File: src/rtl/down_count_timer_if.sv
// Control/status bundle for down_count_timer.
//   master : drives load, load_val, start, en, mode; observes count, busy, tc, done
//   slave  : the timer itself (consumes controls, produces status)
interface down_count_timer_if #(
    parameter int WIDTH = 4
);
    logic             load;
    logic [WIDTH-1:0] load_val;
    logic             start;
    logic             en;
    logic             mode;
    logic [WIDTH-1:0] count;
    logic             busy;
    logic             tc;
    logic             done;

    modport master (
        output load, load_val, start, en, mode,
        input  count, busy, tc, done
    );

    modport slave (
        input  load, load_val, start, en, mode,
        output count, busy, tc, done
    );
endinterface

File: src/rtl/down_count_timer.sv
// Programmable interval/delay timer: down counter with a reload register,
// count enable, one-shot (mode=0) and periodic (mode=1) operation and a
// registered one-cycle terminal-count pulse.
//   clk        : clock, all state changes on the rising edge
//   rst        : asynchronous active-low reset
//   bus.load   : capture load_val into reload register and counter, go IDLE
//   bus.start  : IDLE -> RUN (count kept), DONE -> RUN (count <= reload)
//   bus.en     : count enable, only meaningful in RUN
//   bus.mode   : 0 one-shot, 1 periodic; looked at on the terminal event
//   bus.count  : counter register
//   bus.busy   : state is RUN
//   bus.tc     : registered terminal-count pulse
//   bus.done   : state is DONE
module down_count_timer #(
    parameter int WIDTH = 4
) (
    input  logic          clk,
    input  logic          rst,
    down_count_timer_if.slave bus
);

    typedef enum logic [1:0] {
        IDLE = 2'd0,
        RUN  = 2'd1,
        DONE = 2'd2
    } state_t;

    state_t           state_reg;
    logic [WIDTH-1:0] count_reg;
    logic [WIDTH-1:0] reload_reg;
    logic             tc_reg;

    always_ff @(posedge clk or negedge rst) begin
        if (!rst) begin
            state_reg  <= IDLE;
            count_reg  <= '1;
            reload_reg <= '1;
            tc_reg     <= 1'b0;
        end else begin
            // tc is a pulse: only the terminal-event branch raises it.
            tc_reg <= 1'b0;
            if (bus.load) begin
                reload_reg <= bus.load_val;
                count_reg  <= bus.load_val;
                state_reg  <= IDLE;
            end else begin
                case (state_reg)
                    IDLE: begin
                        if (bus.start) begin
                            state_reg <= RUN;
                        end
                    end
                    DONE: begin
                        if (bus.start) begin
                            state_reg <= RUN;
                            count_reg <= reload_reg;
                        end
                    end
                    RUN: begin
                        if (bus.en) begin
                            if (count_reg != '0) begin
                                count_reg <= count_reg - WIDTH'(1);
                            end else begin
                                // Terminal event: count reached zero while enabled.
                                tc_reg <= 1'b1;
                                if (bus.mode) begin
                                    count_reg <= reload_reg;
                                end else begin
                                    state_reg <= DONE;
                                end
                            end
                        end
                    end
                    default: begin
                        state_reg <= IDLE;
                    end
                endcase
            end
        end
    end

    assign bus.count = count_reg;
    assign bus.busy  = (state_reg == RUN);
    assign bus.done  = (state_reg == DONE);
    assign bus.tc    = tc_reg;

endmodule

File: src/flat_wrapper.sv
// flat-port wrapper written by rule: the top's interface ports become plain ports
module down_count_timer_flat 
#(
    parameter int WIDTH = 4
)
  (clk, rst, bus_load, bus_load_val, bus_start, bus_en, bus_mode, bus_count, bus_busy, bus_tc, bus_done);
  down_count_timer_if #(.WIDTH(WIDTH)) bus_i ();
  input  logic clk;
  input  logic rst;
  input wire logic [$bits(bus_i.load)-1:0] bus_load;
  input wire logic [$bits(bus_i.load_val)-1:0] bus_load_val;
  input wire logic [$bits(bus_i.start)-1:0] bus_start;
  input wire logic [$bits(bus_i.en)-1:0] bus_en;
  input wire logic [$bits(bus_i.mode)-1:0] bus_mode;
  output wire logic [$bits(bus_i.count)-1:0] bus_count;
  output wire logic [$bits(bus_i.busy)-1:0] bus_busy;
  output wire logic [$bits(bus_i.tc)-1:0] bus_tc;
  output wire logic [$bits(bus_i.done)-1:0] bus_done;
  assign bus_i.load = bus_load;
  assign bus_i.load_val = bus_load_val;
  assign bus_i.start = bus_start;
  assign bus_i.en = bus_en;
  assign bus_i.mode = bus_mode;
  assign bus_count = bus_i.count;
  assign bus_busy = bus_i.busy;
  assign bus_tc = bus_i.tc;
  assign bus_done = bus_i.done;
  down_count_timer #(.WIDTH(WIDTH)) u_core (.clk(clk), .rst(rst), .bus(bus_i));
endmodule
File: config.mk
export PLATFORM = sky130hd
export DESIGN_NAME = down_count_timer_flat
export DESIGN_NICKNAME = d
export VERILOG_FILES = /design/src/rtl/down_count_timer_if.sv /design/src/rtl/down_count_timer.sv /design/src/flat_wrapper.sv
export SDC_FILE = /design/constraint.sdc
export NUM_CORES = 1
export LEC_CHECK = 0
export ABC_AREA = 1
export CAP_MARGIN = 40
export CORE_MARGIN = 8
export CORE_UTILIZATION = 35
export CTS_CLUSTER_DIAMETER = 120
export DETAILED_ROUTE_END_ITERATION = 10
export MAX_ROUTING_LAYER = met4
export SETUP_SLACK_MARGIN = 0.5
export SLEW_MARGIN = 20
export SYNTH_ARGS = -nofsm -noshare
export SYNTH_HDL_FRONTEND = slang
export SYNTH_SLANG_ARGS = --single-unit
File: constraint.sdc
create_clock -name clk -period 1.89 [get_ports clk]
set_input_delay 0.2835 -clock clk [delete_from_list [all_inputs] [get_ports clk]]
set_output_delay 0.2835 -clock clk [all_outputs]
set_load 0.05 [all_outputs]
Word-level counts from Yosys, hierarchy flattened

Cells that the tools add are included.

Register bits: 11
Bits in latches: 0
Memory bits (writable): 0
ROM bits: 0
Word-level logic and storage cells: 35
Memories kept: 0

Add/sub/neg operators: 1
Multiply operators: 0
Div/mod/pow operators: 0
Order comparisons: 0
Equality and inequality tests: 8
Shifts and indexed selects: 0
Mux-type cells: 16
Bitwise operators: 0
Reduce and logical (&&, ||, !) cells: 6

Operators by type and width:

| operator                                                                | count |
|---|---|
| 4-bit 2-to-1 mux                                                        | 5 |
| 3-bit inequality test, second input constant                            | 4 |
| 2-bit 2-to-1 mux                                                        | 5 |
| 4-bit one-hot mux with 2 select lines                                   | 1 |
| 4-bit AND reduction                                                     | 2 |
| 1-bit 2-to-1 mux                                                        | 4 |
| 4-bit by 3-bit inequality test with 1-bit output, second input constant | 1 |
| 2-bit one-hot mux with 2 select lines                                   | 1 |
| 4-bit nonzero test                                                      | 1 |
| 4-bit by 1-bit subtractor with 4-bit output, second input constant      | 1 |
| 3-bit by 1-bit inequality test with 1-bit output, second input constant | 1 |
| 3-bit nonzero test                                                      | 1 |
| 2-bit by 1-bit equality test with 1-bit output, second input constant   | 1 |
| 2-bit equality test, second input constant                              | 1 |
| 2-bit logical NOT                                                       | 1 |
| 2-bit OR reduction                                                      | 1 |

Logic depth before layout (Yosys ltp)

Gate-level depths: netlist (run 1).

Word-level depth: 5
Gate-level depth with buffers: 10
Gate-level depth less buffers: 10

Worst setup path after synthesis (run 1)

No wires, ideal clock.

Path type: reg2reg
From: reg u_core.count_reg[0] (netlist: u_core.bus.count[0])
To: reg u_core.count_reg[3] (netlist: u_core.bus.count[3])
Arrival: 1.525 ns
Slack: 0.289 ns
Cell stages (with the launch flop): 11
Buffers on the path: 0
Period minus slack after synthesis: 1.601 ns
Path through: dfstp_2 -> inv_1 -> ha_1 -> nand3_4 -> nand2_2 -> inv_1 -> nand2_1 -> nand2_1 -> nand2_1 -> nand2_1 -> nand2_1

Cells in the longest elaborated chain, start to end: 5
Elaborated cells between the ends (all ways): 8
Those cells by class: add/sub (1); eq/ne (1); mux (4); reduce/logical (2)

Ends and longest elaborated chain:

| what                                                                                     | RTL line                                       | RTL |
|---|---|---|
| start, declared                                                                          | down_count_timer.sv:29                         | `logic [WIDTH-1:0] count_reg;` |
| start signal, assigned                                                                   | down_count_timer.sv:44                         | `count_reg <= bus.load_val;` |
| start signal, assigned                                                                   | down_count_timer.sv:56                         | `count_reg <= reload_reg;` |
| start signal, assigned                                                                   | down_count_timer.sv:62                         | `count_reg <= count_reg - WIDTH'(1);` |
| 4-bit by 1-bit subtractor with 4-bit output / 4-bit nonzero test (equally long branches) | down_count_timer.sv:62, down_count_timer.sv:61 |  |
| 4-bit 2-to-1 mux                                                                         | down_count_timer.sv:61                         | `if (count_reg != '0) begin` |
| 4-bit 2-to-1 mux                                                                         | down_count_timer.sv:60                         | `if (bus.en) begin` |
| 4-bit one-hot mux with 2 select lines                                                    | down_count_timer.sv:47                         | `case (state_reg)` |
| 4-bit 2-to-1 mux                                                                         | down_count_timer.sv:42                         | `if (bus.load) begin` |

Parallel ways exist; a longest one is shown, timed or not. The select of a mux whose other input is x is not followed.
A chain may end at the register's enable or synchronous reset.

Worst setup path after layout (run 1)

From: reg u_core.count_reg[0] (netlist: u_core.bus.count[0])
To: out bus_count[0]

RTL lines:

| what          | RTL line           | RTL |
|---|---|---|
| end, declared | flat_wrapper.sv:15 | `output wire logic [$bits(bus_i.count)-1:0] bus_count;` |

No word-level cell between the ends.

==> results of run 1 <==
[worst max-delay path, cell delays in order (launching register included)]
cell	delay (ps)
dfstp_2	560
buf_4	110
buf_6	140
[cell usage in the layout, fill, tap and decap left out]
cell type,synthesis,routed
dfrtp_1,3,3
clkbuf_4,0,3
o21ai_0,4,4
buf_4,0,9
inv_2,3,5
dfstp_2,8,8
buf_6,1,1
nand2_4,0,1
or2_1,1,1
nand2_1,39,38
nor2_1,3,3
a21oi_4,0,1
nand3_1,8,7
a31oi_1,1,1
clkinv_1,1,1
inv_1,12,9
o21bai_4,1,1
nor2_2,3,3
nand3_4,1,1
nand2_2,4,4
clkdlybuf4s50_1,0,9
clkbuf_1,0,1
buf_8,0,1
nor3_1,1,1
nand3_2,0,1
ha_4,0,1
inv_4,0,1
clkbuf_2,0,1
[timing repair]
action                                  4_1_cts  5_1_grt
resized for setup                             2       10
pin swaps                                     1        4
endpoints found under the setup margin        6        8
buffers inserted                              1        3
[cells in the mapped netlist]
| cell | instances |
|---|---|
| a21oi_2 | 1 |
| clkinv_1 | 1 |
| o21ai_0 | 4 |
| or2_1 | 1 |
| nand3_1 | 8 |
| buf_6 | 1 |
| nor2_2 | 3 |
| nand2_2 | 4 |
| inv_1 | 12 |
| o21bai_4 | 1 |
| nor2_1 | 3 |
| a31oi_1 | 1 |
| dfstp_2 | 8 |
| dfrtp_1 | 3 |
| nand3_4 | 1 |
| ha_1 | 1 |
| nor3_1 | 1 |
| inv_2 | 3 |
| nand2_1 | 39 |
[path summary, 6_finish.rpt]
path / startpoint / end / slack [ps] / depth (start not counted)
min: rst / u_core.bus.tc / 350 / 1
min reg2reg: u_core.reload_reg[3] / u_core.reload_reg[3] / 480 / 2
min in group clk: u_core.reload_reg[3] / u_core.reload_reg[3] / 480 / 2
max reg2reg: u_core.bus.count[0] / u_core.bus.count[3] / 540 / 10
max in group asynchronous: rst / u_core.reload_reg[1] / 1170 / 1
max: u_core.bus.count[0] / bus_count[0] / 520 / 2
[kinds of logic (layout without fill, tap and decap cells)]
kind of cell	count (synthesis)	in the layout
buf+inv	17	41
simple gates	60	60
compound gates	7	7
fa+ha+maj	1	1
flops	11	11
[through the flow]
step	hold slack (ps)	cells	utilization (%)	setup WS, ps
after floorplan	-12.1	96	-	396
final	352	147	50.3	521
after global placement	470	139	45.8	427
after global routing	388	147	50.3	453
after detailed placement	475	139	45.8	366
after CTS	368	144	47.7	487
[routing by layer]
layer,up-vias,global-route usage (%)
li1,341,-
met1,277,10.5
met2,9,16.6
met3,2,3.81
met4,0,2.99
met5,-,-
[final cells by class]
| type | count | area share, % |
|---|---|---|
| sequential | 11 | 29.5 |
| tap | 27 | 3.50 |
| timing repair buffer | 21 | 19.6 |
| inverter | 16 | 6.48 |
| multi-input combinational | 68 | 38.2 |
| clock buffer | 4 | 2.72 |
[report_power, final]
part / total [W] / internal [W] / switching [W]
registers: 0.000406 / 0.000342 / 0.0000635
clock network: 0.000158 / 0.0000816 / 0.0000764
logic: 0.00104 / 0.000395 / 0.000640
==> flow_metrics.py, run 1 <==
metrics = {
    "outcome": {
        "outcome": "completed",
    },
    "global_routing": {
        "grt_pass1_wl_um": 2620,
        "grt-ovfl-total": 0,
        "grt_use_total_pct": 9.88,
        "grt_pass1_vias": 621,
        "grt_max_degree": 12,
        "grt_antenna_before_repair": 0,
    },
    "clock_tree": {
        "ctsHoldBuffers": 0,
        "clockBufferDepth": 2,
        "cts_made_buffers": 3,
        "clk_latency_ps": 270,
        "clk_pin_slew_worst_paths_ps": 70,
        "cts_tree": "done",
        "cts_root_buffer": "clkbuf_4",
        "htreeDepth": 1,
        "clock_sinks": 11,
    },
    "synth": {
        "yosysTopAreaCell": "dfstp_2",
        "seq_area_frac_synth_pct": 41.2,
        "yosys.area_share.simple_pct": 39.0,
        "netlist_area_um2": 693,
        "synth_top_family_by_area": "simple AND/OR/NAND/NOR gates",
        "avgSynthCellArea_um2": 7.22,
        "synth_fa_ha_area_share_pct": 1.81,
        "synth_nets": 107,
        "synth.area.mux_share_pct": 0,
        "synth_cells": 96,
        "synth.top_cell.area_share_pct": 30.3,
        "yosysUniqueCellTypes": 19,
        "synth_compound_area_share_pct": 7.76,
        "ys_warn_count": 0,
        "synth_seq_cells": 11,
        "synth_area_leaders": "dfstp_2 30%, nand2_1 21%, dfrtp_1 11%, inv_1 6.5%, nand3_1 5.8%",
        "synth-xor-area-share_pct": 0,
    },
    "sta": {
        "fin_setup_tns_ps": 0,
        "period_needed_ps": 1370,
        "tightest_slew_ps": 510,
        "rsz0062_at_grt": "yes",
        "final-max-slew-violation-count": 0,
        "timing.final.crit_share_pct": 72.5,
        "max_freq_mhz": 730,
        "skew_ps": 8.69,
        "slew_headroom_pct": 65.9,
        "hold_viol_final": 0,
        "setup_viol": 0,
    },
    "place": {
        "hpwlAfterDp_um": 1240,
        "port_buffers": 16,
        "place_area_um2": 881,
        "place.gp.congestion": 0.837,
    },
    "detailed_routing": {
        "wl_met2_um": 791,
        "first_iter_violations": 10,
        "wl_met1_um": 732,
        "met3RoutedLength_um": 53,
        "ant_nets": 0,
        "routed_wl_um": 1590,
        "maxUsedRoutingLayer": "met4",
        "drt-vias-per-instance": 4.28,
        "drtPass1Iterations": 5,
        "num_vias": 629,
        "drcViolationCount": 0,
        "routedWlPerCell_um": 10.8,
    },
    "min_path": {
        "hold_path_class": "in -> async",
    },
    "power_and_ir_drop": {
        "finalPower_w": 0.00160,
        "p_per_area_nw_per_um2": 1660,
        "ir_drop_uv": 637,
        "p_leak_nw": 0.484,
    },
    "floorplanning": {
        "die_w_um": 60.5,
        "die_height_um": 60.5,
        "core_um2": 1920,
        "die_area_um2": 3660,
        "pin_count": 17,
        "placementRows": 16,
        "initial_utilization_pct": 36.1,
    },
    "cells_and_area": {
        "multi_input_area_um2": 369,
        "antenna_cells": 0,
        "layout-drive-gt1-share_pct": 35.0,
        "fillers": 212,
        "stdcell_area_um2": 966,
        "seqCellArea_um2": 285,
        "nets": 132,
        "area_delta_synth_final_pct": 39.4,
    },
    "setup_path": {
        "critPathRequiredTime_ps": 1610,
        "startpoint_type": "register",
        "path_max_fanout": 3,
        "crit_path_end_kind": "output pin",
        "critPathArrivalTime_ps": 1090,
        "critical_path_class": "reg -> out",
    },
    "flow_run": {
        "cap_violations": 0,
    },
}
(Power assumes the default switching activity.)
==> run 2, diff against run 1 <==
==> constraint.sdc (replaced) <==
create_clock -name clk -period 1.2 [get_ports clk]
set_input_delay 0.18 -clock clk [delete_from_list [all_inputs] [get_ports clk]]
set_output_delay 0.18 -clock clk [all_outputs]
set_load 0.05 [all_outputs]
==> run 2 against run 1 <==
  * The flow now finishes with violations (negative setup slack)
  * Sequential share of layout area fell by 5.9 points
  * Via count up 13%
  * Largest cell class is now non-clock buffers
  * Power increased by 100%
  * Flip-flop and latch count unchanged
  * Die area is the same
  * Clock-buffer cell count is 1 lower
  * Highest routed layer unchanged
  * Non-clock buffer count rose by 15
  * Global-route usage rose by 1.1 points
  * Utilization is 13 points higher
  * Largest power group unchanged
==> flow_metrics.py, run 2 (same netlist as run 1, synthesis figures left out) <==
metrics = {
    "flow_run": {
        "cap_violations": 0,
    },
    "floorplanning": {
        "die_height_um": 60.5,
        "die_w_um": 60.5,
        "pin_count": 17,
        "die_area_um2": 3660,
        "placementRows": 16,
        "initial_utilization_pct": 36.1,
        "core_um2": 1920,
    },
    "place": {
        "port_buffers": 16,
        "place.gp.congestion": 0.841,
        "hpwlAfterDp_um": 1360,
    },
    "detailed_routing": {
        "ant_nets": 0,
        "drt-vias-per-instance": 4.38,
        "routedWlPerCell_um": 11.4,
        "num_vias": 709,
        "routed_wl_um": 1840,
        "drcViolationCount": 0,
        "first_iter_violations": 8,
        "drtPass1Iterations": 4,
    },
    "global_routing": {
        "grt_max_degree": 12,
        "grt_antenna_before_repair": 0,
        "grt_pass1_wl_um": 2880,
        "grt-ovfl-total": 0,
        "grt_use_total_pct": 11.0,
        "grt_pass1_vias": 683,
    },
    "outcome": {
        "outcome": "finished, violations left",
        "violations": "negative setup slack",
    },
    "sta": {
        "whs_ps": 182,
        "slew_headroom_pct": 82.0,
        "max_freq_mhz": 722,
        "fin_ws_ps": -185,
        "timing.final.crit_share_pct": 115,
        "rsz0062_at_grt": "yes",
        "period_needed_ps": 1380,
        "tightest_slew_ps": 269,
        "setup_viol": 13,
        "fin_setup_tns_ps": -1330,
        "hold_viol_final": 0,
        "final-max-slew-violation-count": 0,
        "skew_ps": 5.12,
    },
    "power_and_ir_drop": {
        "swShare_pct": 44.6,
        "p_sw_w": 0.00143,
        "finalPower_w": 0.00320,
        "p_per_area_nw_per_um2": 2630,
        "ir_drop_uv": 1400,
        "p_leak_nw": 0.593,
        "clkPwrFrac_pct": 8.3,
        "seqPwrFrac_pct": 19.9,
        "p_comb_share_pct": 71.9,
        "intPower_w": 0.00177,
    },
    "setup_path": {
        "cp_cell_sequence": "inv_2, ha_4, nand3_4, nand2_4, nand2_1, nand3_1, nand2_1, nand2_1, nand2_1",
        "critPathArrivalTime_ps": 1610,
        "critical_path.most_common_cell": "nand2_1",
        "path_max_fanout": 7,
        "slowest_delay_ps": 540,
        "crit_path_end_kind": "register",
        "critical_path_class": "reg -> reg",
        "critPathRequiredTime_ps": 1430,
        "worst_path_max_delay_cell": "dfstp_2",
        "startpoint_type": "register",
    },
    "min_path": {
        "hold_path_class": "in -> async",
    },
    "cells_and_area": {
        "nets": 147,
        "antenna_cells": 0,
        "area_delta_synth_final_pct": 75.6,
        "mostFrequentLayoutCells": "38 x nand2_1, 14 x buf_4, 9 x inv_2",
        "layout-drive-gt1-share_pct": 50.4,
        "mostFrequentLayoutCell": "nand2_1",
    },
    "clock_tree": {
        "ctsHoldBuffers": 0,
        "cts_tree": "done",
        "clk_latency_ps": 280,
        "htreeDepth": 1,
        "clockBufferDepth": 2,
        "clock_sinks": 11,
        "cts_made_buffers": 3,
        "clk_pin_slew_worst_paths_ps": 80,
        "cts_root_buffer": "clkbuf_4",
    },
}
-- run 2: cell count changes in the layout (fill, tap and decap cells not counted), moves of 4 or more --
cell / previous run / this run
buf_12: 0 / 7
buf_4: 9 / 14
buf_6: 1 / 6
inv_1: 9 / 5
inv_2: 5 / 9
o21ai_0: 4 / 0
o21ai_2: 0 / 4
-- run 2: power groups by stage --
| stage | clock, W | sequential [W] | combinational (W) |
|---|---|---|---|
| finish | 0.000265 | 0.000637 | 0.00230 |
| global placement | 0 | 0.000624 | 0.00194 |
| floorplan | 0 | 0.000893 | 0.000880 |
| CTS | 0.000269 | 0.000631 | 0.00214 |
| detailed placement | 0 | 0.000628 | 0.00196 |
| global route | 0.000283 | 0.000650 | 0.00248 |
-- run 2: critical path: cells and delay by family, from the launching register on --
kind                     cells  cell delay, ps
flip-flops                   1             540
AND/OR/NAND/NOR              7             580
buffers and inverters        1              50
adder cells (fa/ha/maj)      1             160
-- run 2: routing by layer --
metal  global-route usage, %  up-vias  part of all wire, %
li1                        -      373                    -
met5                       -        -                    0
met4                    4.98        0                  1.3
met2                    19.2        9                   54
met3                    2.75        4                  3.8
met1                    11.3      323                   41
-- run 2: repair_timing --
action	in CTS	in global routing
endpoints found under the setup margin	18	18
resized for setup	11	11
pin swaps	2	5
buffers inserted	5	3
-- run 2: worst paths after layout --
kind / startpoint / slack [ps] / end / cells after the start
worst min register to register: u_core.reload_reg[0] / 460 / u_core.reload_reg[0] / 2
worst max register to register: u_core.bus.count[0] / -180 / u_core.bus.count[2] / 9
worst max-delay path: u_core.bus.count[0] / -180 / u_core.bus.count[2] / 9
min in group clk: bus_load_val[0] / 440 / u_core.reload_reg[0] / 3
worst min-delay path: rst / 180 / u_core.bus.tc / 2
max in group asynchronous: rst / 790 / u_core.reload_reg[0] / 2
-- run 2: through the flow --
| stage | utilization, % | setup slack (ps) | cell area, um2 | cells |
|---|---|---|---|---|
| after floorplan | - | -286 | 724 | 96 |
| after global placement | 55.5 | -158 | 1070 | 150 |
| after detailed placement | 55.5 | -215 | 1070 | 150 |
| after CTS | 60.3 | -155 | 1160 | 159 |
| after global routing | 63.3 | -265 | 1220 | 162 |
| final | 63.3 | -185 | 1220 | 162 |
-- run 2: layout make-up --
type / instances / area (um2)
Clock buffer: 3 / 22.5
Clock inverter: 1 / 5.00
Fill cell: 175 / 704
Inverter: 16 / 67.6
Multi-Input combinational cell: 68 / 399
Sequential cell: 11 / 288
Tap cell: 27 / 33.8
Timing Repair Buffer: 36 / 402
==> run 3, diff against run 2 <==
--- a/config.mk
+++ b/config.mk
@@ -8,10 +8,11 @@
 export ABC_AREA = 1
 export CAP_MARGIN = 40
 export CORE_MARGIN = 8
-export CORE_UTILIZATION = 35
+export CORE_UTILIZATION = 42
 export CTS_CLUSTER_DIAMETER = 120
 export DETAILED_ROUTE_END_ITERATION = 10
 export MAX_ROUTING_LAYER = met4
+export PLACE_DENSITY = 0.72
 export SETUP_SLACK_MARGIN = 0.5
 export SLEW_MARGIN = 20
 export SYNTH_ARGS = -nofsm -noshare
==> run 3 against run 2 <==
  * The run still ends with negative setup slack left
  * Combinational power is 5% lower
  * Worst setup slack gained 50 ps
  * Fmax is 3.8% higher
  * Critical path type unchanged
  * Critical path depth up 1
  * Clock power is 6% lower
  * Global-route usage decreased by 0.28 points
  * Clock skew fell by 2.6 ps
  * Highest routed layer unchanged
  * Largest power group unchanged
  * Flip-flop and latch count stayed put
  * Register-to-register slack better by 50 ps
==> flow_metrics.py, run 3 (same netlist as run 1, synthesis figures left out) <==
metrics = {
    "place": {
        "dp_cells": 139,
        "place_area_um2": 1050,
        "port_buffers": 16,
        "place.gp.congestion": 0.896,
        "hpwlAfterDp_um": 1320,
    },
    "sta": {
        "rsz0062_at_grt": "yes",
        "timing.final.crit_share_pct": 111,
        "whs_ps": 214,
        "hold_viol_final": 0,
        "final-max-slew-violation-count": 0,
        "slew_headroom_pct": 84.2,
        "skew_ps": 2.47,
        "period_needed_ps": 1330,
        "max_freq_mhz": 749,
        "setup_viol": 13,
        "fin_ws_ps": -134,
        "fin_setup_tns_ps": -861,
        "tightest_slew_ps": 237,
    },
    "clock_tree": {
        "clk_latency_ps": 260,
        "cts_root_buffer": "clkbuf_4",
        "cts_made_buffers": 3,
        "cts_tree": "done",
        "clockBufferDepth": 2,
        "clock_sinks": 11,
        "clk_pin_slew_worst_paths_ps": 70,
        "htreeDepth": 1,
    },
    "floorplanning": {
        "placementRows": 14,
        "die_height_um": 56.6,
        "die_w_um": 56.6,
        "initial_utilization_pct": 45.5,
        "die_area_um2": 3210,
        "core_um2": 1520,
        "pin_count": 17,
    },
    "detailed_routing": {
        "drcViolationCount": 0,
        "ant_nets": 0,
        "routed_wl_um": 1670,
        "routedWlPerCell_um": 11.3,
        "drt-vias-per-instance": 4.84,
        "num_vias": 717,
        "first_iter_violations": 24,
        "drtPass1Iterations": 4,
    },
    "cells_and_area": {
        "mostFrequentLayoutCells": "37 x nand2_1, 12 x buf_4, 9 x inv_2",
        "antenna_cells": 0,
        "stdcell_area_um2": 1160,
        "area_delta_synth_final_pct": 67.3,
        "mostFrequentLayoutCell": "nand2_1",
        "layout-drive-gt1-share_pct": 46.2,
        "fin_cells": 148,
        "fillers": 113,
        "nets": 144,
    },
    "setup_path": {
        "slowest_delay_ps": 540,
        "worst_path_max_delay_cell": "dfstp_2",
        "critPathRequiredTime_ps": 1400,
        "critical_path.most_common_cell": "nand2_1",
        "path_max_fanout": 7,
        "cp_cell_sequence": "inv_2, ha_4, nand3_4, nand2_4, inv_2, nand2_1, nand2_1, nand2_1, nand2_1, nand2_1",
        "critPathArrivalTime_ps": 1530,
        "critical_path_class": "reg -> reg",
        "startpoint_type": "register",
        "crit_path_end_kind": "register",
    },
    "power_and_ir_drop": {
        "swShare_pct": 44.6,
        "clkPwrFrac_pct": 8.1,
        "p_leak_nw": 0.573,
        "finalPower_w": 0.00307,
        "ir_drop_uv": 1260,
        "p_comb_share_pct": 71.2,
        "p_sw_w": 0.00137,
        "seqPwrFrac_pct": 20.6,
        "p_per_area_nw_per_um2": 2650,
        "intPower_w": 0.00170,
    },
    "outcome": {
        "violations": "negative setup slack",
        "outcome": "finished, violations left",
    },
    "global_routing": {
        "grt_antenna_before_repair": 0,
        "grt_max_degree": 12,
        "grt_pass1_vias": 673,
        "grt-ovfl-total": 0,
        "grt_use_total_pct": 10.7,
        "grt_pass1_wl_um": 2820,
    },
    "flow_run": {
        "cap_violations": 0,
    },
    "min_path": {
        "hold_path_class": "in -> async",
    },
}
==> run 3: changes by cell type in the layout (fill, tap and decap cells not counted), sizes merged <==
cell / delta
buf: -3
clkbuf: +1
clkinv: -1
==> run 3: power groups by stage <==
stage,sequential (W),combinational [W],clock (W)
final,0.000633,0.00219,0.000250
after global routing,0.000642,0.00234,0.000278
after CTS,0.000635,0.00213,0.000259
after detailed placement,0.000626,0.00197,0
after global placement,0.000622,0.00194,0
after floorplan,0.000893,0.000880,0
==> run 3: repair_timing <==
item | 4_1_cts | 5_1_grt
pin swaps | 5 | 0
hold buffers | 0 | 0
setup endpoints to repair | 18 | 18
hold endpoints to repair | 0 | 0
resized for setup | 14 | 2
buffers inserted | 3 | 2
==> run 3: layout make-up <==
cell class / instances / area (um2) / share of cell area [%]
tap: 16 / 20.0 / 1.73
inverter: 16 / 67.6 / 5.83
clock buffer: 4 / 26.3 / 2.27
timing repair buffer: 33 / 375 / 32.4
multi-input combinational: 68 / 384 / 33.1
sequential: 11 / 287 / 24.7
==> run 3: worst paths after layout <==
| path | start | endpoint | depth (start not counted) | slack [ps] |
|---|---|---|---|---|
| max | u_core.bus.count[0] | u_core.bus.count[3] | 10 | -130 |
| min | rst | u_core.state_reg[1] | 2 | 210 |
| max reg2reg | u_core.bus.count[0] | u_core.bus.count[3] | 10 | -130 |
| min reg2reg | u_core.reload_reg[2] | u_core.reload_reg[2] | 2 | 460 |
| max in group asynchronous | rst | u_core.bus.count[1] | 2 | 760 |
| min in group clk | bus_load | u_core.state_reg[1] | 4 | 420 |
==> run 3: layer usage <==
layer  share of wire (%)  track usage (%)  vias to the layer above
met5                   0                -                        -
met4                0.60             1.03                        0
met3                 5.3             4.49                        2
met2                  50             18.2                       15
met1                  44             11.7                      333
li1                    -                -                      367
==> run 3: worst max-delay path, delay by kind of cell (launching register included) <==
family	cells	cell delay [ps]
buffers and inverters	2	100
adder cells (fa/ha/maj)	1	170
flip-flops	1	540
AND/OR/NAND/NOR	7	450
==> run 3: metrics by stage <==
step / util, % / setup slack, ps
2_1_floorplan: - / -286
3_3_place_gp: 69.1 / -162
3_5_place_dp: 69.1 / -232
4_1_cts: 74.7 / -136
5_1_grt: 76.1 / -215
6_report: 76.1 / -134
==> RTL change (config.mk and constraints of run 3) <==
Reset style: synchronous (`rst`), changed in one clocked block. Comments in the files are not updated.
--- a/src/rtl/down_count_timer.sv
+++ b/src/rtl/down_count_timer.sv
@@ -30,7 +30,7 @@
     logic [WIDTH-1:0] reload_reg;
     logic             tc_reg;
 
-    always_ff @(posedge clk or negedge rst) begin
+    always_ff @(posedge clk) begin
         if (!rst) begin
             state_reg  <= IDLE;
             count_reg  <= '1;
Behaviour: differs if rst is asserted again (counterexample within 4 cycles, from zero or initial values and one cycle with rst low); with rst held inactive, the same outputs for 10 cycles.
==> RTL change against run 3 <==
  * The run still ends with negative setup slack left
  * Wire length up 10%
  * Worst setup slack better by 110 ps
  * Non-clock buffer count down 1
  * Clock skew up 0.75 ps
  * Sequential cell count unchanged
  * Synthesized area down 2.7%
  * Final area up 3.1%
  * Largest cell class unchanged
  * Highest routed layer unchanged
Power is left out: it rests on default switching activity, and per cell area and clock period it moved more than threefold.
==> RTL change: results (changes against run 3) <==
| Metric | Value |
|---|---|
| # port buffers | `16 (unchanged)` |
| Finished Cell Area | `0.00120 mm² (+3.1%)` |
| Seq/Total Area, Yosys | `32.7% (-8.5 points)` |
| Setup WS post-layout | `-21.9 ps (+113 ps)` |
| Main area contributors after synthesis | `dfxtp_1, nand2_1, nand3_1, inv_1, a21oi_1` |
| Min-Delay Startpoint | `bus_load_val[3]` |
| Synth cell types | `23 (+4)` |
| Placement Cell Area | `0.00102 mm² (-3.2%)` |
| M1 GR Usage | `14.8% (+3.1 points)` |
| Failing checks | `negative setup slack` |
| Routed wire length per instance | `12.3 µm (+9.6%)` |
| Nets | `145 (+0.69%)` |
| Max Clock Skew | `3.23 ps (+0.754 ps)` |
| Final HPWL DP | `1390 µm (+5.6%)` |
| WP data arrival | `1040 ps (-490 ps)` |
| Ys Warns | `0 (unchanged)` |
| Post-synthesis async set-or-reset flop share | `0% (-100 points)` |
| Largest net degree at the start of global routing | `9 (-3)` |
| GR Util met3 | `3.88% (-0.61 points)` |
| R2R cell count | `8 (-2)` |
| GRT Overall Usage | `11.9% (+1.3 points)` |
| Drt via density | `5.05 (+4.2%)` |
| Clock latency on the worst-skew pair | `280 ps (+20 ps)` |
| FILL cells | `102 (-9.7%)` |
| Commonest cells post-synth | `nand2_1, inv_1, dfxtp_1, nand3_1` |
| Status | `complete, but fails checks` |
| Crit Path Max Fanout | `5 (-2)` |
| Worst-margin pin slew | `224 ps (-13.6 ps)` |
| Reg2reg start | `u_core.bus.count[1]` |
| Layout cells sized above 1 | `51.1% (+4.9 points)` |
| Syn_nets | `109 (+1.9%)` |
| Vias in the first global route | `698 (+3.7%)` |
| Placer Congestion | `0.837 (-6.6%)` |
| CP startpoint | `u_core.state_reg[0]` |
| Worst slack, placed | `-135 ps (+96.9 ps)` |
| HP Class | `input port to flip-flop` |
| Setup Viol. Count Final | `1 (-12)` |
| GR Layer Usage met2 | `18.1% (-0.12 points)` |
| First-iteration detailed-routing DRC count | `25 (+4.2%)` |
| First-pass GRT wire length | `3110 µm (+10%)` |
| Num CTS Buffers | `3 (unchanged)` |
-- RTL change: changes by cell type after synthesis, moves of 2 or more --
cell      before  now
a21oi_1        0    5
dfrtp_1        3    0
dfstp_2        8    0
dfxtp_1        0   11
inv_2          3    5
nand2_1       39   26
nand3_1        8   11
nor2_1         3    5
nor2_2         3    1
o211ai_1       0    3
-- RTL change: final timing paths --
check | end | slack [ps]
max reg2reg | u_core.state_reg[1] | 10
max | bus_busy | -20
min reg2reg | u_core.reload_reg[3] | 490
min | u_core.reload_reg[3] | 180
-- RTL change: what timing repair did --
action                                  CTS  global route
endpoints found under the setup margin   18            18
gates resized for setup                  13            14
pin swaps                                 2            11
hold buffers                              0             0
setup buffers                             5             4
-- RTL change: area by class of cell --
class                           instances  area share (%)
Clock buffer                            3            1.88
Clock inverter                          1           0.418
Inverter                               17            5.75
Multi-Input combinational cell         69            39.2
Sequential cell                        11            20.2
Tap cell                               16            1.67
Timing Repair Buffer                   32            30.9
-- RTL change: worst max-delay path: stages, from the launching register on --
cell and delay (ps):
dfxtp_4 390, inv_4 60, nor2_8 80, buf_6 110
buf_12 120
-- RTL change: kinds of logic (layout without fill, tap and decap cells) --
family                     Yosys count  count (layout)  synth area share [%]
and+or+nand+nor                     55              55                  43.4
AOI/OAI and AO/OA                   13              13                  11.9
buffers and inverters               18              53                  10.2
adders and majority gates            1               1                  1.85
DFF                                 11              11                  32.7
-- RTL change: through the flow --
stage               setup TNS, ps  hold slack [ps]  cells
floorplan                       0              264     98
global placement             -486              448    136
detailed placement           -630              452    136
CTS                         -15.9              365    145
global route                 -266              176    149
finish                      -21.9              182    149
-- RTL change: metal layers --
layer / routed length, µm / part of all wire (%)
met1: 845 / 46
met2: 878 / 48
met4: 21 / 1.1
met5: 0 / 0
met3: 92 / 5.0
